===== src/rtl/reg_scoreboard.sv =====
`default_nettype none
// +--------------------------------------------------------------------------+
// | reg_scoreboard: per-register pending-write counters for the in-order     |
// | pipeline; raises RAW hazard and issue-full stalls for the ID stage.      |
// | Optional feature macro: SCOREBOARD_WB_BYPASS_EN (writeback forwarding).  |
// | Revision: 1.0                                                            |
// +--------------------------------------------------------------------------+
module reg_scoreboard #(
  parameter int NREG = 8,
  parameter int ADRW = 3,
  parameter int CNTW = 2,
  parameter int NRET = 1
) (
  input  logic                 clk,
  input  logic                 reset,
  input  logic                 issue,
  input  logic [ADRW-1:0]      issue_adr,
  input  logic [NRET-1:0]      retire,
  input  logic [NRET*ADRW-1:0] retire_adr,
  input  logic                 flush,
  input  logic [1:0]           src_valid,
  input  logic [2*ADRW-1:0]    src_adr,
  output logic [NREG-1:0]      register_invalid,
  output logic                 hazard,
  output logic                 issue_full,
  output logic                 underflow
);

  localparam logic [CNTW-1:0] C_CMAX = '1;

  logic [CNTW-1:0] cnt_q [NREG];
  logic [CNTW-1:0] cnt_d [NREG];
  logic            underflow_q;
  logic            underflow_d;
  int              w_dec [NREG];
  int              w_sum [NREG];

  generate
    for (genvar r = 0; r < NREG; r++) begin : g_inv
      assign register_invalid[r] = (cnt_q[r] != '0);
    end
  endgenerate

  assign underflow = underflow_q;

  // Retires addressing a register; out-of-range addresses never match.
  always_comb begin
    for (int r = 0; r < NREG; r++) begin
      w_dec[r] = 0;
      for (int k = 0; k < NRET; k++) begin
        if (retire[k] && (retire_adr[k*ADRW +: ADRW] == ADRW'(r))) begin
          w_dec[r] = w_dec[r] + 1;
        end
      end
    end
  end

  always_comb begin
    issue_full = 1'b0;
    for (int r = 0; r < NREG; r++) begin
      if ((issue_adr == ADRW'(r)) && (cnt_q[r] == C_CMAX)) begin
        issue_full = 1'b1;
      end
    end
  end

  always_comb begin
    hazard = 1'b0;
    for (int s = 0; s < 2; s++) begin
      for (int r = 0; r < NREG; r++) begin
        if (src_valid[s] && (src_adr[s*ADRW +: ADRW] == ADRW'(r))) begin
`ifdef SCOREBOARD_WB_BYPASS_EN
          // Writes completing this cycle are forwarded, so only leftovers stall.
          if (int'(cnt_q[r]) != w_dec[r]) begin
            hazard = 1'b1;
          end
`else
          if (register_invalid[r]) begin
            hazard = 1'b1;
          end
`endif
        end
      end
    end
  end

  always_comb begin
    underflow_d = underflow_q;
    for (int r = 0; r < NREG; r++) begin
      w_sum[r] = int'(cnt_q[r])
               + ((issue && !issue_full && (issue_adr == ADRW'(r))) ? 1 : 0)
               - w_dec[r];
      cnt_d[r] = cnt_q[r];
      if (flush) begin
        cnt_d[r] = '0;
      end else if (w_sum[r] < 0) begin
        cnt_d[r]    = '0;
        underflow_d = 1'b1;
      end else begin
        cnt_d[r] = CNTW'(w_sum[r]);
      end
    end
  end

  always_ff @(posedge clk) begin
    if (reset) begin
      for (int r = 0; r < NREG; r++) begin
        cnt_q[r] <= '0;
      end
      underflow_q <= 1'b0;
    end else begin
      for (int r = 0; r < NREG; r++) begin
        cnt_q[r] <= cnt_d[r];
      end
      underflow_q <= underflow_d;
    end
  end

endmodule
`default_nettype wire


===== config.mk =====
export PLATFORM = sky130hd
export DESIGN_NAME = reg_scoreboard
export DESIGN_NICKNAME = d
export VERILOG_FILES = /design/src/rtl/reg_scoreboard.sv
export SDC_FILE = /design/constraint.sdc
export NUM_CORES = 1
export LEC_CHECK = 0
export CELL_PAD_IN_SITES_DETAIL_PLACEMENT = 0
export CELL_PAD_IN_SITES_GLOBAL_PLACEMENT = 1
export CORE_MARGIN = 2
export CORE_UTILIZATION = 39
export CTS_CLUSTER_SIZE = 10
export DETAILED_ROUTE_END_ITERATION = 12
export MAX_ROUTING_LAYER = met4
export PLACE_DENSITY_LB_ADDON = 0.3
export SLEW_MARGIN = 10
export SYNTH_ARGS = -nofsm -noshare
export SYNTH_HDL_FRONTEND = slang
export SYNTH_SLANG_ARGS = --single-unit

===== constraint.sdc =====
create_clock -name clk -period 4.2 [get_ports clk]
set_input_delay 0.42 -clock clk [delete_from_list [all_inputs] [get_ports clk]]
set_output_delay 0.42 -clock clk [all_outputs]
set_load 0.02 [all_outputs]

==> results of run 1 <==
## report_power, final
| part | switching, W | leakage [nW] | internal [W] |
|---|---|---|---|
| Sequential | 0.00000248 | 0.137 | 0.000164 |
| Clock | 0.0000534 | 0.0177 | 0.0000354 |
| Combinational | 0.0000403 | 0.604 | 0.0000410 |
## synth_stat cells
master     instances
a2111oi_0          1
a211oi_1           6
a221oi_1           1
a22o_1             1
a22oi_1            1
a41oi_1            1
and2_0             1
and2_1             1
buf_2              1
clkbuf_1           1
dfxtp_1           17
ha_1              26
inv_1             33
mux2i_1            6
mux4_2             1
nand2_1           13
nand2b_1           7
nand3_1            5
nand3b_1           1
nor2_1            38
nor3_1             6
nor3b_1            1
nor4b_1            1
o211a_1            1
o211ai_1           3
o21ai_0            7
o21ai_1            1
o22ai_1            2
o31ai_1            1
o32a_1             1
or2_2              2
xnor2_1            2
## stage by stage
step	std cells	setup slack [ps]
2_1_floorplan	190	1910
3_3_place_gp	263	1140
3_5_place_dp	263	1060
4_1_cts	267	1300
5_1_grt	267	992
6_report	267	1310
## state kept, by name (all words and copies together), names as in the netlist
signal and cells:
underflow 1, cnt_q 16
## worst reg2reg max path, cell delays in order (launching register included)
cell	delay, ps
dfxtp_1	390
nand3_1	90
o211ai_1	110
o21ai_0	110
nand2b_1	170
nor3_1	80
ha_1	290
inv_1	40
ha_1	230
a22o_1	230
a221oi_1	230
a41oi_1	150
nor2_1	120
nor2_1	50
## final cells by class
cell class                      count  area [sq um]  area share (%)
Multi-Input combinational cell    138           955            53.2
Sequential cell                    17           340            19.0
Timing Repair Buffer               29           290            16.2
Inverter                           33           124            6.90
Tap cell                           46          57.6            3.21
Clock buffer                        3          22.5            1.26
Clock inverter                      1          5.00           0.279
## kinds of logic after synthesis
| logic type | count (synthesis) | share of synthesized area (%) |
|---|---|---|
| and+or+nand+nor | 76 | 23.8 |
| buffers and inverters | 35 | 9.29 |
| AOI/OAI and AO/OA | 27 | 13.3 |
| adders and majority gates | 26 | 22.8 |
| DFF | 17 | 23.8 |
| muxes | 7 | 5.78 |
| xor gates and xnor gates | 2 | 1.23 |
## layout by cell type, fill, tap and decap left out, types with 7 or more instances in the layout
cell type / n
clkdlybuf4s50_1: 29
dfxtp_1: 17
ha_1: 26
inv_1: 33
nand2_1: 13
nand2b_1: 7
nor2_1: 38
o21ai_0: 7
## per-layer routing
layer,share of wire [%],track usage (%),wire [microns]
met1,46,21.2,1570
met2,49,33.3,1660
met3,4.5,3.99,155
met4,0.67,2.39,23
met5,0,-,0
## worst max-delay path by stage
stage / start / to / slack [ps] / cells after the start
6_report: src_adr[4] / hazard / 1310 / 5
5_1_grt: issue_adr[2] / underflow$_SDFF_PP0_ / 990 / 13
4_1_cts: src_adr[4] / hazard / 1300 / 5
3_5_place_dp: issue_adr[2] / underflow$_SDFF_PP0_ / 1060 / 14
3_3_place_gp: issue_adr[2] / underflow$_SDFF_PP0_ / 1140 / 14
2_1_floorplan: issue_adr[2] / underflow$_SDFF_PP0_ / 1910 / 14
==> summary.json, run 1 <==
{
  "status": {
    "run_status": "completed"
  },
  "synth": {
    "synthCells": 190,
    "area_of_the_mapped_netlist_sq_mm": 0.00143,
    "synth-seq-area-share_pct": 23.8,
    "synth_largest_type_area_fraction_pct": 23.8,
    "synthesis.yosys.warnings": 0,
    "yosys_register_bits": 17,
    "synth_top_area_cell": "dfxtp_1",
    "syn_area_per_cell_sq_um": 7.51,
    "postSynthNetCount": 235,
    "synth_top_cells_by_area": "dfxtp_1 (24%), ha_1 (23%), nor2_1 (10%)",
    "yosysUniqueCellTypes": 32
  },
  "worst_setup_path": {
    "r2r-end": "underflow$_SDFF_PP0_",
    "rr_startpoint": "cnt_q[1][5]$_SDFF_PP0_",
    "rrSetupSlack_ps": 1840,
    "worst-setup-path-type": "input pin to primary output",
    "ff2ff_path_depth": 13,
    "critical-path-top-delay-family": "buffers and inverters",
    "timing.critical_path.mode_cell": "clkdlybuf4s50_1",
    "critPathLaunchType": "input pin",
    "worstPathCellList": "clkdlybuf4s50_1, mux4_2, and2_0, o211ai_1, clkdlybuf4s50_1",
    "timing.critical_path.arrival_ps": 2470,
    "critical-path-slowest-cell": "clkdlybuf4s50_1",
    "critPathMaxFanout": 4,
    "timing.critical_path.buf_inv": 2,
    "cpPeakStageDelay_ps": 630,
    "setup.worst_path.end_class": "primary output",
    "worst_ep_required_time_ps": 3780
  },
  "pwr": {
    "cellPowerDensity_mw_per_mm2": 188,
    "vdd.ir_drop.worst_v": 0.000148,
    "p_leak_nw": 0.759,
    "design_power_total_w": 0.000337
  },
  "routing": {
    "routedWlPerCell_microns": 12.8,
    "via_count": 1340,
    "routed_wl_microns": 3410,
    "drc": 0,
    "antenna_violating_nets_left": 0,
    "detailedRoute.firstPassIterationCount": 4,
    "avgViaCountPerCell": 5.02,
    "detail_route.iter0.violations": 58
  },
  "place": {
    "dp_hpwl_microns": 2920,
    "placedInstanceArea_sq_mm": 0.00177,
    "portBuffers": 29,
    "globalplace.congestion": 0.787
  },
  "clock_tree": {
    "cts_made_buffers": 3,
    "htreeDepth": 1,
    "postCtsSetupRepairBufs": 0,
    "cts_tree": "yes",
    "clk_pin_slew_ps": 100,
    "post_cts_hold_buffer_count": 0,
    "insertion_delay_to_the_later_sink_of_the_worst_skew_pair_ps": 290,
    "post_cts.resized_instances": 0,
    "cts.sinks": 17,
    "cts_root_buffer": "clkbuf_4",
    "cts-root-to-sink-buffers": 2
  },
  "global_routing": {
    "grt_pass1_vias": 1329,
    "grtUsageTotal_pct": 18.3,
    "gr-total-overflow": 0,
    "grt_start_max_net_pins": 15,
    "grt_first_pass_wirelength_microns": 5780,
    "grt_antenna_before_repair": 0
  },
  "floorplanning": {
    "core_sq_mm": 0.00342,
    "num_rows": 21,
    "die_height_microns": 64.5,
    "start_util_pct": 41.8,
    "io_pins": 30,
    "die_outline_area_sq_mm": 0.00416,
    "floorplan.die.width_microns": 64.5
  },
  "layout": {
    "total_inserted_antenna_cells": 0,
    "post_route_cells_drive_above_1_share_pct": 3.17,
    "final_util_pct": 52.5,
    "syn2layout_area_growth_pct": 25.7,
    "fill_cell_count": 351,
    "num-nets-final": 267,
    "stdcell_area_sq_mm": 0.00179
  },
  "min_path": {
    "hold_start": "underflow$_SDFF_PP0_",
    "whs_path_depth": 2,
    "hp-class": "flop to flop",
    "hold_path_end": "underflow$_SDFF_PP0_"
  },
  "sta": {
    "report.final.setup_viol": 0,
    "min_period_ps": 2890,
    "maxSlewViolCount": 0,
    "setup_total_negative_slack_ps": 0,
    "finalHoldViolations": 0,
    "rsz0062_at_grt": "false",
    "max-slew-margin-rel_pct": 71.7,
    "final_min_period_over_clock_period_pct": 68.7,
    "clock_skew_ps": 4.92,
    "tightest_slew_ps": 423,
    "fmax_mhz": 346,
    "finalHoldWorstSlack_ps": 515
  },
  "job": {
    "max_cap_viols": 0
  }
}
No activity file was read; power rests on OpenSTA's default activity.
==> inputs of run 2 (changes only) <==
--- a/config.mk
+++ b/config.mk
@@ -8,7 +8,7 @@
 export CELL_PAD_IN_SITES_DETAIL_PLACEMENT = 0
 export CELL_PAD_IN_SITES_GLOBAL_PLACEMENT = 1
 export CORE_MARGIN = 2
-export CORE_UTILIZATION = 39
+export CORE_UTILIZATION = 33
 export CTS_CLUSTER_SIZE = 10
 export DETAILED_ROUTE_END_ITERATION = 12
 export MAX_ROUTING_LAYER = met4
==> constraint.sdc (replaced) <==
create_clock -name clk -period 2.3 [get_ports clk]
set_input_delay 0.23 -clock clk [delete_from_list [all_inputs] [get_ports clk]]
set_output_delay 0.23 -clock clk [all_outputs]
set_load 0.02 [all_outputs]
==> run 2 against run 1 <==
Sequential cell count did not move. Global-route usage fell by 2.0 points. Final cell count up 12%. Register-to-register slack worse by 1800 ps. Via count grew 8.0%. Critical path depth is 8 higher.
==> summary.json, run 2 (same netlist as run 1, synthesis figures left out) <==
{
  "place": {
    "portBuffers": 29,
    "dp_hpwl_microns": 3050,
    "pre_cts_setup_slack_ps": -517,
    "globalplace.congestion": 0.828
  },
  "floorplanning": {
    "core_sq_mm": 0.00409,
    "start_util_pct": 34.9,
    "die_height_microns": 69.8,
    "floorplan.die.width_microns": 69.8,
    "io_pins": 30,
    "num_rows": 23,
    "die_outline_area_sq_mm": 0.00487
  },
  "worst_setup_path": {
    "worst_ep_required_time_ps": 2450,
    "cpPeakStageDelay_ps": 340,
    "timing.critical_path.arrival_ps": 2410,
    "critical-path-top-delay-family": "compound AO/OA/AOI/OAI gates",
    "timing.critical_path.buf_inv": 1,
    "critical-path-slowest-cell": "dfxtp_2",
    "worst-setup-path-type": "flop to flop",
    "critPathMaxFanout": 3,
    "timing.critical_path.mode_cell": "nor2_1",
    "critPathLaunchType": "flop",
    "worstPathCellList": "nand2_1, o211ai_1, o21ai_1, nand2b_1, nor3_2, ha_1, inv_1, ha_2, a22o_1, a221oi_2, a41oi_2, nor2_1, nor2_1",
    "setup.worst_path.end_class": "flop"
  },
  "sta": {
    "report.final.setup_viol": 0,
    "tightest_slew_ps": 391,
    "final_min_period_over_clock_period_pct": 98.5,
    "setup_total_negative_slack_ps": 0,
    "min_period_ps": 2260,
    "setup_ws_ps": 35.4,
    "finalHoldViolations": 0,
    "rsz0062_at_grt": "true",
    "maxSlewViolCount": 0,
    "max-slew-margin-rel_pct": 73.3,
    "clock_skew_ps": 2.02,
    "fmax_mhz": 442
  },
  "global_routing": {
    "grtUsageTotal_pct": 16.3,
    "grt_pass1_vias": 1416,
    "grt_start_max_net_pins": 13,
    "gr-total-overflow": 0,
    "grt_antenna_before_repair": 0,
    "grt_first_pass_wirelength_microns": 6290
  },
  "pwr": {
    "power.internal_w": 0.000515,
    "switchingPower_w": 0.000189,
    "power.share.sequential_pct": 43.3,
    "cellPowerDensity_mw_per_mm2": 340,
    "power_frac_comb_pct": 24.4,
    "design_power_total_w": 0.000704,
    "power.share.switching_pct": 26.9,
    "vdd.ir_drop.worst_v": 0.000250,
    "p_clk_share_pct": 32.3,
    "p_leak_nw": 0.920
  },
  "clock_tree": {
    "cts-root-to-sink-buffers": 2,
    "cts_made_buffers": 3,
    "cts_root_buffer": "clkbuf_8",
    "htreeDepth": 1,
    "clk_pin_slew_ps": 70,
    "insertion_delay_to_the_later_sink_of_the_worst_skew_pair_ps": 250,
    "cts.sinks": 17,
    "cts_tree": "yes",
    "post_cts_hold_buffer_count": 0
  },
  "layout": {
    "final_util_pct": 50.6,
    "syn2layout_area_growth_pct": 44.9,
    "total_inserted_antenna_cells": 0,
    "post_route_cells_drive_above_1_share_pct": 19.6,
    "mostFrequentLayoutCell": "nor2_1",
    "flip_flop_count_of_the_largest_register_after_layout": 16,
    "largest_register": "cnt_q",
    "most-common-layout-cells": "nor2_1 (38), inv_1 (33), buf_4 (29), clkdlybuf4s50_1 (26), ha_1 (24)",
    "num-nets-final": 296
  },
  "min_path": {
    "hp-class": "flop to flop"
  },
  "routing": {
    "avgViaCountPerCell": 4.82,
    "routed_wl_microns": 3710,
    "antenna_violating_nets_left": 0,
    "drc": 0,
    "detail_route.iter0.violations": 28,
    "routedWlPerCell_microns": 12.4,
    "via_count": 1447,
    "detailedRoute.firstPassIterationCount": 4
  },
  "job": {
    "max_cap_viols": 0
  },
  "status": {
    "run_status": "completed"
  }
}
## run 2: cell types whose count changed in the layout (fill, tap and decap cells not counted), moves of 3 or more
cell,before,now
buf_4,0,29
clkbuf_4,3,0
clkbuf_8,0,3
clkdlybuf4s50_1,29,26
dfxtp_1,17,10
dfxtp_2,0,7
o21ai_0,7,3
o21ai_1,1,5
## run 2: final timing paths
check	depth (start not counted)	start	end	slack, ps
max reg2reg	13	cnt_q[0][4]$_SDFF_PP0_	underflow$_SDFF_PP0_	40
min	2	underflow$_SDFF_PP0_	underflow$_SDFF_PP0_	470
max	13	cnt_q[0][4]$_SDFF_PP0_	underflow$_SDFF_PP0_	40
min reg2reg	2	underflow$_SDFF_PP0_	underflow$_SDFF_PP0_	470
## run 2: layout make-up
| type | count | area (sq um) |
|---|---|---|
| multi-input cells | 138 | 983 |
| well taps | 50 | 62.6 |
| clock buffers | 4 | 45.0 |
| repair buffers | 58 | 504 |
| inverters | 33 | 124 |
| fillers | 413 | 2020 |
| flip-flops and latches | 17 | 349 |
## run 2: through the flow
stage	cell area [sq um]	hold WS, ps	std cells
final	2070	468	300
after floorplan	1430	302	190
after detailed placement	1990	466	296
after CTS	2040	480	300
after global placement	1990	466	296
after global routing	2070	505	300
## run 2: worst min-delay path: stages (launching register included)
cell     delay (ps)
dfxtp_1         330
nor2_1           40
nor2_1           60
## run 2: what timing repair did
action                                  CTS  global route
endpoints found under the setup margin    3             2
pin swaps                                 0             5
gates resized for setup                   3            19
cloned                                    0             0
setup buffers                             0             0
## run 2: routing by layer
metal / global-route usage, % / up-vias / wire [microns]
li1: - / 759 / -
met5: - / - / 0
met1: 21.0 / 656 / 1820
met2: 26.7 / 30 / 1680
met3: 2.91 / 2 / 185
met4: 3.85 / 0 / 21
## run 2: power by group through the flow
| stage | Clock (W) | Combinational [W] | Sequential, W |
|---|---|---|---|
| detailed placement | 0 | 0.000169 | 0.000311 |
| global placement | 0 | 0.000169 | 0.000311 |
| finish | 0.000227 | 0.000172 | 0.000305 |
| global route | 0.000247 | 0.000191 | 0.000305 |
| floorplan | 0 | 0.0000747 | 0.000312 |
| CTS | 0.000232 | 0.000169 | 0.000304 |
==> edit 1, RTL diff (config.mk and constraints of run 2) <==
Add a define of `SCOREBOARD_WB_BYPASS_EN`.
--- a/src/rtl/reg_scoreboard.sv
+++ b/src/rtl/reg_scoreboard.sv
@@ -7,2 +7,4 @@
 // +--------------------------------------------------------------------------+
+`define SCOREBOARD_WB_BYPASS_EN
+
 module reg_scoreboard #(
Formal check against the unedited RTL: not equivalent (Yosys sat finds a counterexample within 4 cycles, from zero or initial values and one cycle with reset high).
==> edit 1 against run 2 <==
Area after synthesis increased by 12%; wire length grew 24%; critical path depth decreased by 3; final cell count rose by 9.0%; worst setup slack improved by 0.11 ns; sequential cell count did not move; clock skew is essentially flat; final area grew 15%; via count up 13%; first-iteration DRC count rose by 54%; total power is 3.7% higher; sequential share of layout area decreased by 2.6 points; non-clock buffer count rose by 19; critical path type unchanged; highest routed layer unchanged.
==> edit 1: results (changes against run 2) <==
Result of the run = completed
Number of nets produced by synthesis = 239 (+1.7%)
Maximum ir drop on the vdd rail = 0.000174 V (-30%)
Max FFs per register = 16 (unchanged)
Worst slew margin relative to its limit = 76.1% (+2.8 points)
Static leakage = 0.00107 µW (+16%)
Post-place instance area = 0.00231 mm² (+16%)
Async S/R FF share, synth = 0% (unchanged)
Logic inverters = 26 (-21%)
Sequential cell area = 340 µm² (-2.5%)
Pin count of the biggest net entering global routing = 18 (+5)
Clock network contribution to total cell area = 1.89% (-0.29 points)
H-tree lvl count = 1 (unchanged)
Insertion delay to the later sink of the worst-skew pair = 0.26 ns
Number of antenna violations at the first check in global routing = 0 (unchanged)
Commonest cells in the netlist = 26 x inv_1, 25 x ha_1, 21 x nor2_1, 17 x dfxtp_1
Number of enable-type register cells in the synthesized netlist = 0 (unchanged)
Cells taking the most area after synthesis = dfxtp_1 21%, ha_1 20%, inv_1 6.1%, nor2_1 4.9%, mux2i_1 4.4%
Share of cells above drive strength 1 = 28.9% (+9.3 points)
First-pass DRT Iterations = 4 (unchanged)
Internal power summed over all cells = 531 µW (+3.2%)
Family with the most delay on the worst path = simple AND/OR/NAND/NOR gates
Number of distinct library cells after synthesis = 42 (+31%)
Dominant kind of cell by area = multi-input combinational cells
Master of the slowest instance on the critical path = or3b_4
Final #Nets = 318 (+7.4%)
Multi-input combinational cell count = 149 (+8.0%)
Number of clock buffer instances in the layout = 4 (unchanged)
Via count of the first global-routing pass = 1541 (+8.8%)
Final HPWL DP = 3790 µm (+24%)
Post-Synthesis Cell Area = 0.00160 mm² (+12%)
Wire length reported by the detailed router = 4600 µm (+24%)
Count of warnings emitted by yosys = 0 (unchanged)
Global-route wire length before repair = 7400 µm (+18%)
CTS Root Cell = clkbuf_8
Number of filler instances in the final layout = 452 (+9.4%)
Number of violations reported at the end of detailed-routing iteration 0 = 43 (+54%)
GRT Total Usage = 18.4% (+2.1 points)
Syn-to-layout area delta = 48.6%
Number of ordinary and repair buffers in the finished layout = 77 (+33%)
Clock net sink count = 17 (unchanged)
Power dissipated in sequential cells = 306 µW (about the same)
Net Sw Power = 199 µW (+5.1%)
Total via count after detailed routing = 1633 (+13%)
Most common flop cell mapped by yosys = dfxtp_1
Sequential share of the synthesized area = 21.2% (-2.6 points)
Clock transition at path regs = 0.07 ns (about the same)
Area taken by multi-input logic gates = 0.00119 mm² (+21%)
Final weighted congestion of routability-driven global placement = 0.946 (+14%)
Max FO, Critical Path = 3 (unchanged)
Layout non-clock buf frac = 27.1% (+2.7 points)
Maximum number of buffers from clock root to sink = 2 (unchanged)
Largest stage delay on the critical path = 0.41 ns (+0.07 ns)
Clock skew after layout = 0.00217 ns (+0.000141 ns)
Number of input and output port buffers inserted = 29 (unchanged)
Class of the tightest hold or removal check = reg -> reg
[edit 1: cell types whose count changed after synthesis, sizes merged, moves of 3 or more]
cell | before | now
and4b | 0 | 3
and4bb | 0 | 3
inv | 33 | 26
nand2 | 13 | 9
nor2 | 38 | 21
nor3b | 1 | 4
o22ai | 2 | 5
or2 | 2 | 9
xor2 | 0 | 5
[edit 1: worst reg2reg max path: cells and delay by family (launching register included)]
kind / cells / cell delay [ns]
flops: 1 / 0.31
simple gates: 4 / 0.81
fa+ha+maj: 2 / 0.32
buf+inv: 1 / 0.04
compound gates: 3 / 0.54
[edit 1: through the flow]
step,std cells,setup slack (ns),TNS (ns),util [%]
global route,327,0.0110,0,50.7
floorplan,195,0.129,0,-
finish,327,0.141,0,50.7
detailed placement,323,-0.550,-2.14,49.2
CTS,327,0.0112,0,50.1
global placement,323,-0.527,-1.74,49.2
[edit 1: path summary, 6_finish.rpt]
| path | startpoint | endpoint | slack, ns | depth (start not counted) |
|---|---|---|---|---|
| min reg2reg | underflow | underflow | 0.52 | 2 |
| max reg2reg | cnt_q[1][4] | underflow | 0.14 | 10 |
| max | cnt_q[1][4] | underflow | 0.14 | 10 |
| min | underflow | underflow | 0.52 | 2 |
[edit 1: cell families after synthesis]
kind of cell               share of synthesized area (%)
DFF                                                 21.2
xor gates and xnor gates                            2.73
AOI/OAI and AO/OA                                   14.1
adders and majority gates                           19.5
muxes                                               6.71
and+or+nand+nor                                     28.9
buffers and inverters                               6.79
[edit 1: repair_timing]
action                     CTS  global route
gates resized for setup      8            12
setup buffers                0             0
pin swaps                    3             3
setup endpoints to repair    3             3
[edit 1: routing by layer]
metal | share of wire (%) | track usage, %
met1 | 48 | 25.2
met4 | 1.7 | 5.25
met2 | 45 | 28.4
met3 | 4.5 | 2.33
met5 | 0 | -
==> edit 2, RTL diff (flow settings as in run 2) <==
Made on the original files. Register the output `underflow` once more, without a reset; this adds one clock of latency there. The other outputs are not delayed to match.
--- a/src/rtl/reg_scoreboard.sv
+++ b/src/rtl/reg_scoreboard.sv
@@ -43,3 +43,5 @@
 
-  assign underflow = underflow_q;
+  always_ff @(posedge clk) begin
+    underflow <= underflow_q;
+  end
 
Function: changed (a bounded check fails within 4 cycles, from zero or initial values and one cycle with reset high).
==> edit 2 against run 2 <==
Die area up 1.6%; combinational power rose by 5%; worst setup slack improved by 0.12 ns; largest cell class unchanged; global-route usage fell by 0.15 points; first-iteration DRC count grew 79%; sequential cell count is 1 higher; wire length shrank 2.7%; critical path type is now in -> out; total power increased by 8.5%; area after synthesis is 1.7% higher; via count down 0.83%; final area increased by 5.0%.
==> edit 2: results (changes against run 2) <==
Share of cells above drive strength 1 = 23.7% (+4.1 points)
Drt via density = 4.64 (-3.7%)
Cells taking the most area after synthesis = dfxtp_1 25%, ha_1 22%, nor2_1 10%, inv_1 8.5%, mux2i_1 4.1%
Internal power summed over all cells = 568 µW (+10%)
Number of filler instances in the final layout = 434 (+5.1%)
Via count of the first global-routing pass = 1417 (+0.071%)
Sequential share of the synthesized area = 24.8% (+0.99 points)
Result of the run = completed
Final weighted congestion of routability-driven global placement = 0.803 (-2.9%)
Largest registers = cnt_q (16), underflow (1), underflow_q (1)
Post-place instance area = 0.00204 mm² (+2.5%)
Critical path arrival = 1.92 ns (-0.49 ns)
Clk pwr = 259 µW (+14%)
First-pass DRT Iterations = 4 (unchanged)
Detailed route wirelength on metal2 = 1680 µm (-0.48%)
Final #Nets = 303 (+2.4%)
Commonest cells in the netlist = 39 x nor2_1, 33 x inv_1, 26 x ha_1, 18 x dfxtp_1, 13 x nand2_1
Power Combinational = 181 µW (+5%)
Detailed-route wire length per cell = 11.7 µm (-5.5%)
Class of the tightest hold or removal check = reg -> reg
Global-route wire length before repair = 6130 µm (-2.5%)
Static leakage = 0.000966 µW (+5.0%)
Max FO, Critical Path = 2 (-1)
Clock transition at path regs = 0.07 ns (about the same)
GRT Total Usage = 16.2% (-0.15 points)
Largest stage delay on the critical path = 0.51 ns (+0.17 ns)
H-tree lvl count = 1 (unchanged)
Clock buffer count from CTS = 3 (unchanged)
Detailed route wirelength on metal3 = 139 µm (-25%)
Master of the slowest instance on the critical path = clkdlybuf4s50_1
Number of violations reported at the end of detailed-routing iteration 0 = 50 (+79%)
Detailed-routing wirelength on met1 = 1770 µm (-2.6%)
Final HPWL DP = 3080 µm (+1.1%)
Net Sw Power = 196 µW (+3.4%)
Insertion delay to the later sink of the worst-skew pair = 0.25 ns (about the same)
Clock skew after layout = 0.000966 ns (-0.00106 ns)
Slew @ Worst Pin = 0.413 ns (+0.0227 ns)
Number of nets produced by synthesis = 237 (+0.85%)
Maximum ir drop on the vdd rail = 0.000145 V (-42%)
Worst setup slack before clock tree synthesis = -0.386 ns (+0.131 ns)
[edit 2: layer usage]
layer / up-vias / global-route usage [%]
met4: 0 / 4.49
met1: 634 / 20.2
met3: 2 / 2.60
met5: - / -
met2: 25 / 26.9
li1: 774 / -
[edit 2: repair_timing]
| item | 4_1_cts | 5_1_grt |
|---|---|---|
| buffers inserted | 0 | 2 |
| pin swaps | 0 | 10 |
| resized for setup | 3 | 28 |
| endpoints found under the setup margin | 5 | 5 |
| hold buffers | 0 | 0 |
[edit 2: metrics by stage]
| stage | utilization (%) | std cells | setup TNS [ns] |
|---|---|---|---|
| after floorplan | - | 192 | 0 |
| after global placement | 47.5 | 303 | -2.87 |
| after detailed placement | 47.5 | 303 | -2.66 |
| after CTS | 48.7 | 307 | 0 |
| after global routing | 50.6 | 309 | -0.0125 |
| final | 50.6 | 309 | 0 |
[edit 2: path summary, 6_finish.rpt]
check | slack (ns) | end | from | cells after the start
setup / recovery | 0.15 | hazard | src_adr[4] | 5
hold / removal | 0.36 | underflow | underflow_q | 0
setup reg to reg | 0.19 | underflow_q | cnt_q[0][7] | 13
hold reg to reg | 0.36 | underflow | underflow_q | 0
[edit 2: area by class of cell]
type	count	area share, %
multi-input cells	139	46.8
repair buffers	63	24.9
flip-flops and latches	18	17.1
inverters	33	5.71
well taps	52	3.00
clock buffers	4	2.54
[edit 2: cell families after synthesis]
family | share of synthesized area [%]
AOI/OAI and AO/OA | 13.1
xor gates and xnor gates | 1.21
adders and majority gates | 22.4
buffers and inverters | 9.14
DFF | 24.8
muxes | 5.69
and+or+nand+nor | 23.6
[edit 2: worst max-delay path, delay by kind of cell]
family                 cells  cell delay (ns)
multiplexers               1             0.50
buffers and inverters      2             0.87
AND/OR/NAND/NOR            1             0.16
AO/OA/AOI/OAI              1             0.16
